File: config.mk
export PLATFORM = sky130hd
export DESIGN_NAME = fetch_unit
export DESIGN_NICKNAME = d
export VERILOG_FILES = /design/src/rtl/fetch_unit_pkg.sv /design/src/rtl/fetch_fifo.sv /design/src/rtl/fetch_unit.sv
export SDC_FILE = /design/constraint.sdc
export NUM_CORES = 1
export LEC_CHECK = 0
export ABC_AREA = 1
export BUFFER_PORTS_ARGS = -buffer_cell sky130_fd_sc_hd__buf_4
export CAP_MARGIN = 10
export CELL_PAD_IN_SITES_DETAIL_PLACEMENT = 1
export CELL_PAD_IN_SITES_GLOBAL_PLACEMENT = 1
export CORE_MARGIN = 2
export CORE_UTILIZATION = 45
export DETAILED_ROUTE_END_ITERATION = 8
export PLACE_DENSITY = 0.9
export SYNTH_ARGS = -nofsm -noshare
export SYNTH_HDL_FRONTEND = slang
export SYNTH_SLANG_ARGS = --single-unit
File: constraint.sdc
create_clock -name clk -period 6.1 [get_ports clk]
set_clock_uncertainty 0.15 [all_clocks]
set_input_delay 1.22 -clock clk [delete_from_list [all_inputs] [get_ports clk]]
set_output_delay 1.22 -clock clk [all_outputs]
set_load 0.01 [all_outputs]
File: src/rtl/fetch_unit_pkg.sv
// Shared definitions for the Small_MIPS instruction-fetch front end:
// memory map constants, fetch FSM states and the buffered fetch entry.
package fetch_unit_pkg;

   localparam logic [31:0] mem_start = 32'h8002_0000;
   localparam logic [31:0] sz_word   = 32'd4;

   typedef enum logic [1:0] {
      IDLE  = 2'd0,
      RUN   = 2'd1,
      FLUSH = 2'd2
   } fetch_state_e;

   typedef struct packed {
      logic [31:0] pc;
      logic [31:0] word;
   } fetch_entry_t;

   function automatic logic [31:0] word_align(input logic [31:0] addr);
      return {addr[31:2], 2'b00};
   endfunction

endpackage

File: src/rtl/fetch_fifo.sv
// Prefetch FIFO: DEPTH registered entries of {pc, word}, with a flush that
// empties it in one cycle. Storage is not reset; only pointers and count are.
module fetch_fifo
   import fetch_unit_pkg::*;
#(
   parameter int DEPTH = 4
)
(
   input  logic                       i_clk,
   input  logic                       i_rst_n,
   input  logic                       i_push,
   input  fetch_entry_t               i_data,
   input  logic                       i_pop,
   input  logic                       i_flush,
   output logic [$clog2(DEPTH):0]     o_count,
   output logic                       o_empty,
   output fetch_entry_t               o_head
);

   localparam int AW = $clog2(DEPTH);
   localparam int CW = AW + 1;
   localparam logic [CW-1:0] FULL_CNT = CW'(DEPTH);

   fetch_entry_t     r_mem [DEPTH];
   logic [AW-1:0]    r_rd_ptr;
   logic [AW-1:0]    r_wr_ptr;
   logic [CW-1:0]    r_count;
   logic             w_pop_ok;
   logic             w_push_ok;

   assign w_pop_ok  = i_pop && (r_count != '0);
   assign w_push_ok = i_push && ((r_count != FULL_CNT) || w_pop_ok);

   always_ff @(posedge i_clk) begin
      if (w_push_ok && !i_flush) begin
         r_mem[r_wr_ptr] <= i_data;
      end
   end

   always_ff @(posedge i_clk or negedge i_rst_n) begin
      if (!i_rst_n) begin
         r_rd_ptr <= '0;
         r_wr_ptr <= '0;
         r_count  <= '0;
      end else if (i_flush) begin
         r_rd_ptr <= '0;
         r_wr_ptr <= '0;
         r_count  <= '0;
      end else begin
         if (w_push_ok) begin
            r_wr_ptr <= r_wr_ptr + AW'(1);
         end
         if (w_pop_ok) begin
            r_rd_ptr <= r_rd_ptr + AW'(1);
         end
         case ({w_push_ok, w_pop_ok})
            2'b10:   r_count <= r_count + CW'(1);
            2'b01:   r_count <= r_count - CW'(1);
            default: r_count <= r_count;
         endcase
      end
   end

   assign o_count = r_count;
   assign o_empty = (r_count == '0);
   assign o_head  = r_mem[r_rd_ptr];

endmodule

File: src/rtl/fetch_unit.sv
// Instruction-fetch front end: credit-limited prefetch into a small FIFO,
// valid/ready delivery to the core, and redirect with stale-response dropping.
module fetch_unit
   import fetch_unit_pkg::*;
#(
   parameter logic [31:0] PC_INIT = mem_start,
   parameter int          DEPTH   = 4
)
(
   input  logic        clk,
   input  logic        reset_n,
   output logic        imem_req,
   output logic [31:0] imem_addr,
   input  logic        imem_busy,
   input  logic        imem_rvalid,
   input  logic [31:0] imem_rdata,
   output logic        instr_valid,
   output logic [31:0] instr,
   output logic [31:0] instr_pc,
   output logic [31:0] instr_next_pc,
   input  logic        instr_ready,
   input  logic        redirect,
   input  logic [31:0] redirect_pc,
   output logic [2:0]  outstanding
);

   localparam int          CW      = $clog2(DEPTH) + 1;
   localparam logic [31:0] DEPTH_U = DEPTH;

   fetch_state_e   r_state;
   fetch_state_e   w_state_nxt;
   logic [31:0]    r_fetch_pc;
   logic [31:0]    r_head_pc;
   logic [31:0]    r_resp_pc;
   logic [2:0]     r_outstanding;
   logic [2:0]     r_drop_cnt;
   logic [2:0]     w_inflight;
   logic [2:0]     w_outstanding_nxt;
   logic [2:0]     w_drop_nxt;
   logic [31:0]    w_redirect_pc;
   logic           w_credit;
   logic           w_accept;
   logic           w_resp;
   logic           w_push;
   logic           w_pop;
   logic           w_fifo_empty;
   logic [CW-1:0]  w_fifo_count;
   fetch_entry_t   w_head;
   fetch_entry_t   w_push_entry;

   assign w_redirect_pc = word_align(redirect_pc);

   // Credit: buffered words plus words still in flight never exceed DEPTH,
   // so every response is guaranteed a FIFO slot.
   assign w_credit = ({{(32-CW){1'b0}}, w_fifo_count} + {29'd0, r_outstanding}) < DEPTH_U;
   assign imem_req  = (r_state != IDLE) && w_credit && !redirect;
   assign imem_addr = r_fetch_pc;

   assign w_accept   = imem_req && !imem_busy;
   assign w_resp     = imem_rvalid && (r_outstanding != 3'd0);
   assign w_inflight = r_outstanding - {2'b00, w_resp};
   assign w_push     = w_resp && (r_drop_cnt == 3'd0) && !redirect;
   assign w_pop      = !w_fifo_empty && instr_ready && !redirect;

   assign w_push_entry = '{pc: r_resp_pc, word: imem_rdata};

   always_comb begin
      w_state_nxt       = r_state;
      w_outstanding_nxt = w_inflight + {2'b00, w_accept};
      w_drop_nxt        = r_drop_cnt;
      // On redirect every word still in flight after this cycle is stale.
      if (redirect) begin
         w_drop_nxt = w_inflight;
      end else if (w_resp && (r_drop_cnt != 3'd0)) begin
         w_drop_nxt = r_drop_cnt - 3'd1;
      end
      case (r_state)
         IDLE:    w_state_nxt = RUN;
         RUN:     if (redirect && (w_drop_nxt != 3'd0)) w_state_nxt = FLUSH;
         FLUSH:   if (w_drop_nxt == 3'd0) w_state_nxt = RUN;
         default: w_state_nxt = IDLE;
      endcase
   end

   always_ff @(posedge clk or negedge reset_n) begin
      if (!reset_n) begin
         r_state <= IDLE;
      end else begin
         r_state <= w_state_nxt;
      end
   end

   always_ff @(posedge clk or negedge reset_n) begin
      if (!reset_n) begin
         r_fetch_pc    <= PC_INIT;
         r_head_pc     <= PC_INIT;
         r_resp_pc     <= PC_INIT;
         r_outstanding <= 3'd0;
         r_drop_cnt    <= 3'd0;
      end else begin
         r_outstanding <= w_outstanding_nxt;
         r_drop_cnt    <= w_drop_nxt;
         if (redirect) begin
            r_fetch_pc <= w_redirect_pc;
            r_head_pc  <= w_redirect_pc;
            r_resp_pc  <= w_redirect_pc;
         end else begin
            if (w_accept) begin
               r_fetch_pc <= r_fetch_pc + sz_word;
            end
            if (w_pop) begin
               r_head_pc <= r_head_pc + sz_word;
            end
            if (w_push) begin
               r_resp_pc <= r_resp_pc + sz_word;
            end
         end
      end
   end

   fetch_fifo #(
      .DEPTH (DEPTH)
   ) u_fifo (
      .i_clk   (clk),
      .i_rst_n (reset_n),
      .i_push  (w_push),
      .i_data  (w_push_entry),
      .i_pop   (w_pop),
      .i_flush (redirect),
      .o_count (w_fifo_count),
      .o_empty (w_fifo_empty),
      .o_head  (w_head)
   );

   // An empty FIFO shows the next PC to be delivered and a zero word.
   assign instr_valid   = !w_fifo_empty;
   assign instr         = instr_valid ? w_head.word : 32'd0;
   assign instr_pc      = instr_valid ? w_head.pc : r_head_pc;
   assign instr_next_pc = instr_pc + sz_word;
   assign outstanding   = r_outstanding;

endmodule

=== After elaboration in Yosys (flattened, before gate mapping) ===
Memory sizes are Yosys's and may differ from the RTL's.
Index checks and enable logic that the tools add are counted.

* RAM bits: 256
* Output and inout bits: 133
* Flip-flop bits (word level): 111
* Word-level logic and storage cells: 84
* Memories: 1

{| class="wikitable"
|+ Memory list
! name !! depth !! width !! read ports !! clocked after Yosys merged registers in !! wr ports !! line !! text
|-
| u_fifo.r_mem || 4 || 64 || 1 || 0 || 1 || fetch_fifo.sv:24 || <nowiki>fetch_entry_t r_mem [DEPTH];</nowiki>
|}

* Add/sub/neg operators: 12
* Reduce and logical (&&, ||, !) cells: 33
* Mux-type cells: 21
* Equality and inequality tests: 7
* $lt $le $gt $ge: 1

{| class="wikitable"
|+ Operator list
! cell !! number
|-
| $mux W32 || 8
|-
| $add A32 B3 Y32 const B || 4
|-
| $reduce_bool A3 Y1 || 5
|-
| $logic_and A1 B1 Y1 || 13
|-
| $mux W2 || 6
|-
| $reduce_bool A2 Y1 || 6
|-
| $logic_not A3 Y1 || 3
|-
| $mux W3 || 3
|-
| $pmux W2 S3 || 1
|-
| $pmux W3 S2 || 1
|-
| $sub A3 B1 Y3 const B || 2
|-
| $add A2 B1 Y2 const B || 2
|-
| $add A3 B3 Y4 || 1
|-
| $eq A2 B1 Y1 const B || 2
|-
| $eq A2 B2 Y1 const B || 2
|-
| $lt A4 B3 Y1 const B || 1
|-
| $ne A2 B2 Y1 const B || 2
|-
| $add A3 B1 Y3 || 1
|-
| $add A3 B1 Y3 const B || 1
|-
| $logic_not A1 Y1 || 3
|-
| $ne A3 B3 Y1 const B || 1
|-
| $sub A3 B1 Y3 || 1
|-
| $logic_not A2 Y1 || 1
|-
| $mux W1 || 2
|-
| other kinds (2) || 2
|}

=== Depth between registers and ports, before layout ===
Gate-level depths: netlist (run 1).

* Depth after elaboration: 10
* Gate-level depth with buffers: 16

=== By module ===
From an unflattened synthesis (run 1), not the netlist that was laid out.

* Cells, all modules: 1,927
* Area, all modules: 18,112.4 um2

{| class="wikitable"
|+ Modules (own cells, without submodules)
! module !! area each (um2) !! cells an instance !! times used
|-
| fetch_fifo || 9,974.6 || 684 || 1
|-
| fetch_unit || 8,137.8 || 1,243 || 1
|}

=== Worst setup path before layout (run 1) ===
Ideal clock, no wire load.

* Path kind: input-to-reg
* Start point: in imem_rvalid
* End point: mem u_fifo.r_mem[0][0] in the netlist's numbering, enable pin
* Arrival time: 4.473 ns
* Data required time: 5.468 ns
* Setup slack: 0.995 ns
* Stages: 6
* Path buffers: 0
* Cells stage by stage: nand2_1 -> nor2_2 -> inv_2 -> nor2_2 -> nand2_2 -> nor2_1

* Word-level cells in the longest chain between the ends: 7

{| class="wikitable"
|+ RTL lines
! element !! line !! text
|-
| start, declared || fetch_unit.sv:15 || <nowiki>input logic imem_rvalid,</nowiki>
|-
| $logic_and A1 B1 Y1 || fetch_unit.sv:60 || <nowiki>assign w_resp = imem_rvalid && (r_outstanding != 3'd0);</nowiki>
|-
| $logic_and A1 B1 Y1 (2 in series) || fetch_unit.sv:62 || <nowiki>assign w_push = w_resp && (r_drop_cnt == 3'd0) && !redirect;</nowiki>
|-
| $logic_and A1 B1 Y1 || fetch_fifo.sv:32 || <nowiki>assign w_push_ok = i_push && ((r_count != FULL_CNT) || w_pop_ok);</nowiki>
|-
| $logic_and A1 B1 Y1 || fetch_fifo.sv:35 || <nowiki>if (w_push_ok && !i_flush) begin</nowiki>
|-
| $mux W1 || fetch_fifo.sv:35 ||
|-
| $mux W1 (not written as such) || fetch_fifo.sv:36 || <nowiki>r_mem[r_wr_ptr] <= i_data;</nowiki>
|-
| end, declared || fetch_fifo.sv:24 ||
|}

Every way passes these cells.

=== Final worst setup path (run 1) ===
* Start point: reg u_fifo.r_count[0] (netlist: u_fifo.o_count[0])
* End point: out instr_next_pc[8]

* Word-level cells in the longest chain between the ends: 3

{| class="wikitable"
|+ RTL lines
! element !! line !! text
|-
| start, declared || fetch_fifo.sv:27 || <nowiki>logic [CW-1:0] r_count;</nowiki>
|-
| start signal, assigned || fetch_fifo.sv:57 || <nowiki>2'b10: r_count <= r_count + CW'(1);</nowiki>
|-
| start signal, assigned || fetch_fifo.sv:58 || <nowiki>2'b01: r_count <= r_count - CW'(1);</nowiki>
|-
| start signal, assigned || fetch_fifo.sv:59 || <nowiki>default: r_count <= r_count;</nowiki>
|-
| $logic_not A3 Y1 || fetch_fifo.sv:65 || <nowiki>assign o_empty = (r_count == '0);</nowiki>
|-
| $mux W32 || fetch_unit.sv:138 || <nowiki>assign instr_pc = instr_valid ? w_head.pc : r_head_pc;</nowiki>
|-
| $add A32 B3 Y32 || fetch_unit.sv:139 || <nowiki>assign instr_next_pc = instr_pc + sz_word;</nowiki>
|-
| end, declared || fetch_unit.sv:20 || <nowiki>output logic [31:0] instr_next_pc,</nowiki>
|}

Every way passes these cells.

==> results of run 1 <==
-- cell type report --
| type | instances | area, sq um | area share, % |
|---|---|---|---|
| Timing Repair Buffer | 210 | 1577 | 7.257 |
| Inverter | 248 | 933.4 | 4.297 |
| Sequential cell | 353 | 10090 | 46.43 |
| Multi-Input combinational cell | 1504 | 7148 | 32.91 |
| Clock inverter | 19 | 249.0 | 1.146 |
| Clock buffer | 54 | 1064 | 4.896 |
| Tap cell | 532 | 665.6 | 3.064 |
-- metal layers --
metal  vias to the layer above  share of wire [%]
li1                       7474                  -
met1                      8163                 38
met2                       678                 49
met3                       193                6.7
met4                         2                5.5
met5                         -              0.018
-- power by group through the flow --
stage / clock network, W / logic, W / registers [W]
finish: 0.00242 / 0.00415 / 0.00321
CTS: 0.00245 / 0.00414 / 0.00319
global route: 0.00254 / 0.00449 / 0.00323
global placement: 0 / 0.00394 / 0.00320
floorplan: 0 / 0.00242 / 0.00308
detailed placement: 0 / 0.00409 / 0.00323
-- synth_stat cells, drive strengths merged, types with 38 or more instances --
cell type / n / area (sq um)
o21ai: 113 / 573.1
xor2: 58 / 508.0
nand4: 38 / 237.7
nor2: 306 / 1252
nand3: 163 / 828.3
buf: 60 / 366.6
dfrtp: 99 / 2477
nand2: 636 / 2447
edfxtp: 248 / 7447
inv: 248 / 933.4
a21oi: 52 / 264.0
nor3: 39 / 200.2
-- flip-flops by register name, summed over array words and instances (netlist names) --
| signal | cells |
|---|---|
| outstanding | 3 |
| imem_addr | 30 |
| u_fifo.r_mem | 248 |
| r_head_pc | 30 |
| u_fifo.r_wr_ptr | 2 |
| u_fifo.r_rd_ptr | 2 |
| u_fifo.o_count | 3 |
| r_resp_pc | 30 |
| r_state | 2 |
| r_drop_cnt | 3 |
-- worst max-delay path: stages, from the launching register on --
cell	delay (ns)
sky130_fd_sc_hd__dfrtp_1	0.46
sky130_fd_sc_hd__nor2_4	0.17
sky130_fd_sc_hd__nand2_4	0.34
sky130_fd_sc_hd__inv_2	0.71
sky130_fd_sc_hd__nand2_1	0.21
sky130_fd_sc_hd__nand2_1	0.32
sky130_fd_sc_hd__ha_1	0.36
sky130_fd_sc_hd__nand3_4	0.13
sky130_fd_sc_hd__nor2_1	0.33
sky130_fd_sc_hd__xor2_1	0.26
sky130_fd_sc_hd__buf_4	0.16
-- worst min path at each step --
stage / end / slack, ns / depth (start not counted)
2_1_floorplan: u_fifo.r_mem[0][58]$_DFFE_PP_ / 0.33 / 0
3_3_place_gp: imem_addr[17]$_DFFE_PN1P_ / 0.37 / 2
3_5_place_dp: u_fifo.r_mem[1][58]$_DFFE_PP_ / 0.38 / 0
4_1_cts: u_fifo.r_mem[0][58]$_DFFE_PP_ / 0.39 / 0
5_1_grt: imem_addr[17]$_DFFE_PN1P_ / 0.41 / 2
6_report: imem_addr[17]$_DFFE_PN1P_ / 0.39 / 2
-- cells by family (layout without fill, tap and decap cells) --
family | Yosys count | in the layout | synth area share (%)
simple gates | 1195 | 1195 | 27.19
flops | 353 | 353 | 54.29
buf+inv | 332 | 531 | 7.485
compound gates | 220 | 220 | 6.717
xor+xnor | 66 | 66 | 3.113
fa+ha+maj | 17 | 17 | 1.186
other cells | 1 | 6 | 0.02019
-- metrics by stage --
step | cell area [sq um] | total power [W] | hold WS, ns | std cells | utilization (%)
finish | 21720 | 0.009786 | 0.3889 | 2920 | 53.32
global route | 21720 | 0.01027 | 0.4134 | 2920 | 53.32
CTS | 21720 | 0.009781 | 0.3905 | 2920 | 53.32
detailed placement | 20410 | 0.007319 | 0.3778 | 2847 | 50.10
global placement | 20410 | 0.007149 | 0.3702 | 2847 | 50.10
floorplan | 18590 | 0.005492 | 0.3260 | 2189 | -
==> results.toml, run 1 <==
[outcome]
status = "finished, final reports clean"

[drt]
antenna_violating_nets_post_route = 0
drt-pass1-iter-count = 5
average_wire_length_per_cell_after_detail_routing_um = 22.41
via_per_inst = 5.654
drc = 0
finalWirelength_um = 65450
route.vias.total = 16510
drtIter0Drc = 1374

[place]
pre_cts_setup_slack_ns = 1.331
place.gp.congestion = 0.9689
hpwl_um = 45200
place.port_buffers = 194

[worst_setup_path]
worst_ep_arrival_time_ns = 4.10
critical_path.endpoint = "instr_next_pc[8]"
regToRegSetupSlack_ns = 2.18
critical_path.reg2reg.startpoint = "u_fifo.o_count[1]$_DFFE_PN0P_"
startpoint = "u_fifo.o_count[0]$_DFFE_PN0P_"
timing_worst_setup_path_type = "flip-flop to primary output"
worstRegToRegCells = 9
critical_path_required_ns = 4.73
worst_r2r_endpoint = "u_fifo.r_mem[0][34]$_DFFE_PP_"
critical_path.max_fanout = 54
start_kind = "flip-flop"
worst_setup_path_end_kind = "primary output"

[synthesis]
mappedNetlistArea_sq_um = 18570
synth_cell_types = 45
syn_area_per_cell_sq_um = 8.503
synth_seq_cells = 353
synth.yosys.warnings = 0
synth-async-reset-ratio_pct = 29.75
ys_dominant_reg_cell = "sky130_fd_sc_hd__edfxtp_1"
gate_count_post_synth = 2184
synth_sequential_area_ratio_pct = 54.29
edff_count_synth = 248

[sta]
rsz_0062_raised_after_global_routing = "false"
finalSetupViolCount = 0
max_freq_mhz = 182.8
post-route-period-util_pct = 89.68
final.setup.tns_ns = 0
slew_viol_final = 0
fin_crit_ns = 5.470
setup_slack_ns = 0.6297
tightest_slew_ns = 1.052
hold_viol = 0
worst_max_slew_margin_expressed_relative_to_the_limit_pct = 29.70

[cts]
clock_sinks = 353
number_of_gates_resized_after_cts = 0
tritoncts.num_buffers = 40
cts_hold_repair.buffers = 0
buffer_cell_driving_the_clock_tree_root = "sky130_fd_sc_hd__clkbuf_16"
insertion_delay_ns = 0.58
post_cts.repair.setup_buffers = 0
htree_num_levels = 2
buffers_from_clock_root_to_sink_at_most = 3
tritoncts = "built"
path_clk_slew_ns = 0.06

[global_route]
grt.met1_usage_pct = 36.89
grt_busiest_layer = "met2"
initial_antenna_violation_count = 1
gr-usage-met2_pct = 51.05
grt_pass1_vias = 17789
globalRouteMet3Util_pct = 5.246
grt_pass1_wl_um = 100800
groute.usage.overall_pct = 30.12
grt_max_degree = 81
globalRouteOverflowTotal = 0

[power]
cellLeakagePower_nw = 9.331
netSwitchingPower_w = 0.004133
vdd.ir_drop.worst_uv = 285.6
power.internal_w = 0.005653
power_density_nw_per_um2 = 450.5
part_of_the_total_power_dissipated_in_sequential_elements_pct = 32.8
power_frac_comb_pct = 42.4
clock_share_of_power_pct = 24.7
sw_frac_of_total_pct = 42.23

[hold_path]
holdCritStartpoint = "imem_addr[17]$_DFFE_PN1P_"
min_path_type = "flip-flop to flip-flop"

[layout]
num_antenna_cells = 0
area.growth.synth_to_final_pct = 16.97
mostFrequentLayoutCells = "sky130_fd_sc_hd__nand2_1 (616), sky130_fd_sc_hd__nor2_1 (278), sky130_fd_sc_hd__edfxtp_1 (248), sky130_fd_sc_hd__inv_1 (240), sky130_fd_sc_hd__buf_4 (210)"
finalNetCount = 2444
nFillCells = 4797
layout-drive-gt1-share_pct = 14.20
layout_commonest_cell = "sky130_fd_sc_hd__nand2_1"

[floorplanning]
floorplan.core_area_sq_um = 40740
io_pins = 203
placement_rows = 74
floorplan.die.height_um = 207.2
initial_core_util_pct = 45.59
fp.dieArea_sq_um = 42910
die-width_um = 207.2

[run]
maxCapViolCount = 0
(Power assumes the default switching activity.)
==> inputs of run 2 (changes only) <==
- BUFFER_PORTS_ARGS: -buffer_cell sky130_fd_sc_hd__buf_4 -> -buffer_cell sky130_fd_sc_hd__buf_2
- CORE_UTILIZATION: 45 -> 30
- PLACE_DENSITY: 0.9 -> 0.59
==> run 2 against run 1 <==
Against the previous run:
- maximum frequency up 0.59%
- largest cell class unchanged
- sequential share of layout area up 0.10 points
- combinational power down 8.2%
- critical endpoint is now instr_next_pc[31]
==> results.toml, run 2 (synthesis gave the netlist of run 1 again) <==
[place]
place.detailed.instances = 3110
hpwl_um = 46030
place.port_buffers = 194
place.gp.congestion = 0.8752
pre_cts_setup_slack_ns = 1.129

[power]
power.internal_w = 0.005368
vdd.ir_drop.worst_uv = 208.2
power_density_nw_per_um2 = 436.4
power_frac_comb_pct = 40.3
netSwitchingPower_w = 0.004092
finalPower_w = 0.009460
sw_frac_of_total_pct = 43.26
clock_share_of_power_pct = 26.0
cellLeakagePower_nw = 9.247
part_of_the_total_power_dissipated_in_sequential_elements_pct = 33.7

[drt]
antenna_violating_nets_post_route = 0
drc = 0
via_per_inst = 4.897
drtIter0Drc = 843
route.vias.total = 15606
drt-pass1-iter-count = 5
finalWirelength_um = 65310
average_wire_length_per_cell_after_detail_routing_um = 20.49

[layout]
layout-drive-gt1-share_pct = 14.65
area.growth.synth_to_final_pct = 16.72
layoutNonFillerInstCount = 3187
finalNetCount = 2450
largest_reg_flops = 248
regMostFlops = "u_fifo.r_mem"
layout_commonest_cell = "sky130_fd_sc_hd__nand2_1"
mostFrequentLayoutCells = "sky130_fd_sc_hd__nand2_1 (616), sky130_fd_sc_hd__nor2_1 (278), sky130_fd_sc_hd__edfxtp_1 (248), sky130_fd_sc_hd__inv_1 (240), sky130_fd_sc_hd__buf_2 (193)"

[sta]
slew_viol_final = 0
tightest_slew_ns = 1.073
finalSetupViolCount = 0
worst_max_slew_margin_expressed_relative_to_the_limit_pct = 28.45
final.setup.tns_ns = 0
max_freq_mhz = 183.9
hold_viol = 0
fin_crit_ns = 5.438
post-route-period-util_pct = 89.15
hold_slack_ns = 0.3846
rsz_0062_raised_after_global_routing = "false"
setup_slack_ns = 0.6617

[cts]
htree_num_levels = 2
number_of_gates_resized_after_cts = 0
insertion_delay_ns = 0.58
buffer_cell_driving_the_clock_tree_root = "sky130_fd_sc_hd__clkbuf_16"
cts_hold_repair.buffers = 0
tritoncts.num_buffers = 41
post_cts.repair.setup_buffers = 0
clock_sinks = 353
buffers_from_clock_root_to_sink_at_most = 3
path_clk_slew_ns = 0.06
tritoncts = "built"

[hold_path]
min_path_type = "flip-flop to flip-flop"

[global_route]
initial_antenna_violation_count = 5
grt_pass1_vias = 16368
globalRouteOverflowTotal = 0
grt_max_degree = 65
groute.usage.overall_pct = 20.44
grt_pass1_wl_um = 98410

[outcome]
status = "finished, final reports clean"

[floorplanning]
floorplan.core_area_sq_um = 61480
floorplan.die.height_um = 252.8
placement_rows = 91
die-width_um = 252.8
fp.dieArea_sq_um = 63910
io_pins = 203
initial_core_util_pct = 30.21

[worst_setup_path]
worst_setup_path_end_kind = "primary output"
timing_worst_setup_path_type = "flip-flop to primary output"
worst_ep_arrival_time_ns = 4.07
start_kind = "flip-flop"
critical_path_required_ns = 4.73
critical_path.max_fanout = 31

[run]
maxCapViolCount = 0
-- run 2: final cells by class --
cell class / count / area, sq um
fill: 7309 / 39810
sequential: 353 / 10090
multi-input combinational: 1504 / 7148
timing repair buffer: 215 / 1156
clock buffer: 53 / 1132
tap: 790 / 988.4
inverter: 248 / 934.6
clock inverter: 23 / 226.5
antenna: 1 / 2.502
-- run 2: critical path: stages (launching register included) --
cell and delay (ns):
sky130_fd_sc_hd__dfrtp_2 0.82, sky130_fd_sc_hd__clkinv_2 0.77, sky130_fd_sc_hd__buf_4 0.45, sky130_fd_sc_hd__nand3_1 0.10, sky130_fd_sc_hd__nand3_1 0.17, sky130_fd_sc_hd__nand2_2 0.19
sky130_fd_sc_hd__nand2_1 0.09, sky130_fd_sc_hd__nor2_1 0.16, sky130_fd_sc_hd__nand2_1 0.09, sky130_fd_sc_hd__nor2_1 0.21, sky130_fd_sc_hd__nand2_1 0.07, sky130_fd_sc_hd__nand2_1 0.06
sky130_fd_sc_hd__nand2_1 0.08, sky130_fd_sc_hd__buf_2 0.14
-- run 2: power by group through the flow --
stage                     sequential (W)  combinational [W]  clock (W)
final                            0.00319            0.00381    0.00246
after global routing             0.00323            0.00422    0.00262
after CTS                        0.00319            0.00388    0.00253
after detailed placement         0.00323            0.00386          0
after global placement           0.00322            0.00380          0
after floorplan                  0.00308            0.00242          0
-- run 2: path summary, 6_finish.rpt --
kind / slack [ns] / end / from / depth (start not counted)
setup / recovery: 0.66 / instr_next_pc[31] / u_fifo.r_rd_ptr[1]$_DFFE_PN0P_ / 13
hold / removal: 0.38 / imem_addr[17]$_DFFE_PN1P_ / imem_addr[17]$_DFFE_PN1P_ / 2
setup reg to reg: 2.14 / u_fifo.r_mem[1][39]$_DFFE_PP_ / u_fifo.o_count[0]$_DFFE_PN0P_ / 9
hold reg to reg: 0.38 / imem_addr[17]$_DFFE_PN1P_ / imem_addr[17]$_DFFE_PN1P_ / 2
max in group asynchronous: 4.14 / r_resp_pc[15]$_DFFE_PN0N_ / reset_n / 2
min in group asynchronous: 0.50 / imem_addr[19]$_DFFE_PN0P_ / reset_n / 1
-- run 2: metrics by stage --
stage          instance area (sq um)  utilization [%]
3_3_place_gp                   20310            33.04
2_1_floorplan                  18590                -
3_5_place_dp                   20310            33.04
6_report                       21680            35.25
4_1_cts                        21670            35.25
5_1_grt                        21680            35.25
-- run 2: layer usage --
layer / track usage (%) / wire length (um)
met1: 26.58 / 29150
met2: 34.90 / 31980
met3: 3.084 / 2349
met4: 6.509 / 1783
met5: 0 / 35
==> inputs of run 3 (changes only) <==
- CORE_ASPECT_RATIO: unset -> 0.8
==> run 3 against run 2 <==
Against the previous run:
- routed wire length increased by 1.3%
- first-iteration DRC count increased by 9.3%
- flip-flop and latch count unchanged
- sequential power about the same
- register-to-register slack got worse by 0.05 ns
- worst setup slack improved by 0.13 ns
- final area decreased by 0.20%
- combinational power increased by 2%
- global-route usage increased by 0.23 points
- die area about the same
- maximum frequency increased by 2.5%
==> results.toml, run 3 (synthesis gave the netlist of run 1 again) <==
[floorplanning]
placement_rows = 81
io_pins = 203
fp.dieArea_sq_um = 63920
initial_core_util_pct = 30.34
die-width_um = 282.2
floorplan.die.height_um = 226.5
floorplan.core_area_sq_um = 61210

[worst_setup_path]
timing_worst_setup_path_type = "flip-flop to primary output"
start_kind = "flip-flop"
path_cells = "inv_4 -> nand2_1 -> nand3_1 -> nand2_1 -> nand2_1 -> o21ai_2 -> ha_1 -> nand3_4 -> nor2_1 -> nand2_1 -> xor2_1 -> buf_2"
critical_path.max_fanout = 86
critical_path_required_ns = 4.73
path_common_cell = "sky130_fd_sc_hd__nand2_1"
timing.critical_path.slowest_stage_cell = "sky130_fd_sc_hd__dfrtp_4"
worst_setup_path_end_kind = "primary output"
timing.critical_path.slowest_cell_delay_ns = 0.76
worst_path_dominant_cell_family = "simple AND/OR/NAND/NOR gates"
worst_ep_arrival_time_ns = 3.94
path_buf_inv = 2

[sta]
worst_max_slew_margin_expressed_relative_to_the_limit_pct = 29.02
finalSetupViolCount = 0
rsz_0062_raised_after_global_routing = "false"
slew_viol_final = 0
max_freq_mhz = 188.4
final.setup.tns_ns = 0
fin_crit_ns = 5.308
tightest_slew_ns = 1.062
hold_slack_ns = 0.3817
post-route-period-util_pct = 87.02
hold_viol = 0

[drt]
finalWirelength_um = 66140
via_per_inst = 4.918
drt-pass1-iter-count = 5
average_wire_length_per_cell_after_detail_routing_um = 20.51
drtIter0Drc = 921
antenna_violating_nets_post_route = 0
drc = 0
route.vias.total = 15856

[cts]
buffer_cell_driving_the_clock_tree_root = "sky130_fd_sc_hd__clkbuf_16"
buffers_from_clock_root_to_sink_at_most = 3
tritoncts = "built"
post_cts.repair.setup_buffers = 0
cts_hold_repair.buffers = 0
insertion_delay_ns = 0.58
htree_num_levels = 2
clock_sinks = 353
tritoncts.num_buffers = 42
path_clk_slew_ns = 0.06
number_of_gates_resized_after_cts = 0

[power]
sw_frac_of_total_pct = 44.02
power.internal_w = 0.005282
power_density_nw_per_um2 = 436.2
cellLeakagePower_nw = 9.202
part_of_the_total_power_dissipated_in_sequential_elements_pct = 34.0
power_frac_comb_pct = 41.0
netSwitchingPower_w = 0.004154
vdd.ir_drop.worst_uv = 205.6
clock_share_of_power_pct = 25.0

[hold_path]
min_path_type = "flip-flop to flip-flop"

[outcome]
status = "finished, final reports clean"

[layout]
nFillCells = 7328
largest_reg_flops = 248
layout_commonest_cell = "sky130_fd_sc_hd__nand2_1"
layout-drive-gt1-share_pct = 14.50
regMostFlops = "u_fifo.r_mem"
finalNetCount = 2449
area.growth.synth_to_final_pct = 16.48
mostFrequentLayoutCells = "sky130_fd_sc_hd__nand2_1 (616), sky130_fd_sc_hd__nor2_1 (278), sky130_fd_sc_hd__edfxtp_1 (248), sky130_fd_sc_hd__inv_1 (240), sky130_fd_sc_hd__buf_2 (193)"

[global_route]
grt_max_degree = 87
grt_pass1_vias = 16265
globalRouteOverflowTotal = 0
groute.usage.overall_pct = 20.67
initial_antenna_violation_count = 0
grt_pass1_wl_um = 99160

[place]
hpwl_um = 46660
place.gp.congestion = 0.9032
place.port_buffers = 194

[run]
maxCapViolCount = 0
run 3: path summary, 6_finish.rpt:
path                            cells past startpoint                           start  slack (ns)                              to
worst max-delay path                               12  u_fifo.r_rd_ptr[0]$_DFFE_PN0P_        0.79               instr_next_pc[16]
worst min-delay path                                1  u_fifo.r_rd_ptr[1]$_DFFE_PN0P_        0.38  u_fifo.r_rd_ptr[1]$_DFFE_PN0P_
worst max register to register                      9   u_fifo.o_count[0]$_DFFE_PN0P_        2.09    u_fifo.r_mem[1][5]$_DFFE_PP_
worst min register to register                      1  u_fifo.r_rd_ptr[1]$_DFFE_PN0P_        0.38  u_fifo.r_rd_ptr[1]$_DFFE_PN0P_
max in group asynchronous                           2                         reset_n        3.99       r_resp_pc[13]$_DFFE_PN0N_
min in group asynchronous                           1                         reset_n        0.63       imem_addr[19]$_DFFE_PN0P_
run 3: layer usage:
layer	global-route usage, %	wire length [um]
met5	0	0
met3	3.431	2905
met2	32.51	29690
met1	29.36	31820
met4	5.684	1726
run 3: power groups by stage:
stage                     logic [W]  registers [W]  clock network (W)
final                       0.00387        0.00321            0.00236
after global routing        0.00427        0.00324            0.00250
after CTS                   0.00389        0.00320            0.00243
after floorplan             0.00242        0.00308                  0
after global placement      0.00382        0.00323                  0
after detailed placement    0.00388        0.00325                  0
run 3: through the flow:
step	instances	setup slack (ns)	area [sq um]	total power [W]	utilization (%)
3_3_place_gp	3148	1.418	20360	0.007056	33.26
2_1_floorplan	2189	0.9953	18590	0.005492	-
3_5_place_dp	3148	1.385	20360	0.007123	33.26
5_1_grt	3223	0.4923	21630	0.01002	35.33
4_1_cts	3223	0.7477	21630	0.009520	35.33
6_report	3224	0.7918	21630	0.009437	35.34
run 3: area by class of cell:
class	count	area, sq um	share of cell area, %
antenna	1	2.502	0.01157
clock buffer	53	1102	5.096
clock inverter	22	166.4	0.7693
inverter	248	933.4	4.315
multi-input combinational	1504	7148	33.04
sequential	353	10090	46.63
tap	830	1039	4.801
timing repair buffer	213	1154	5.333
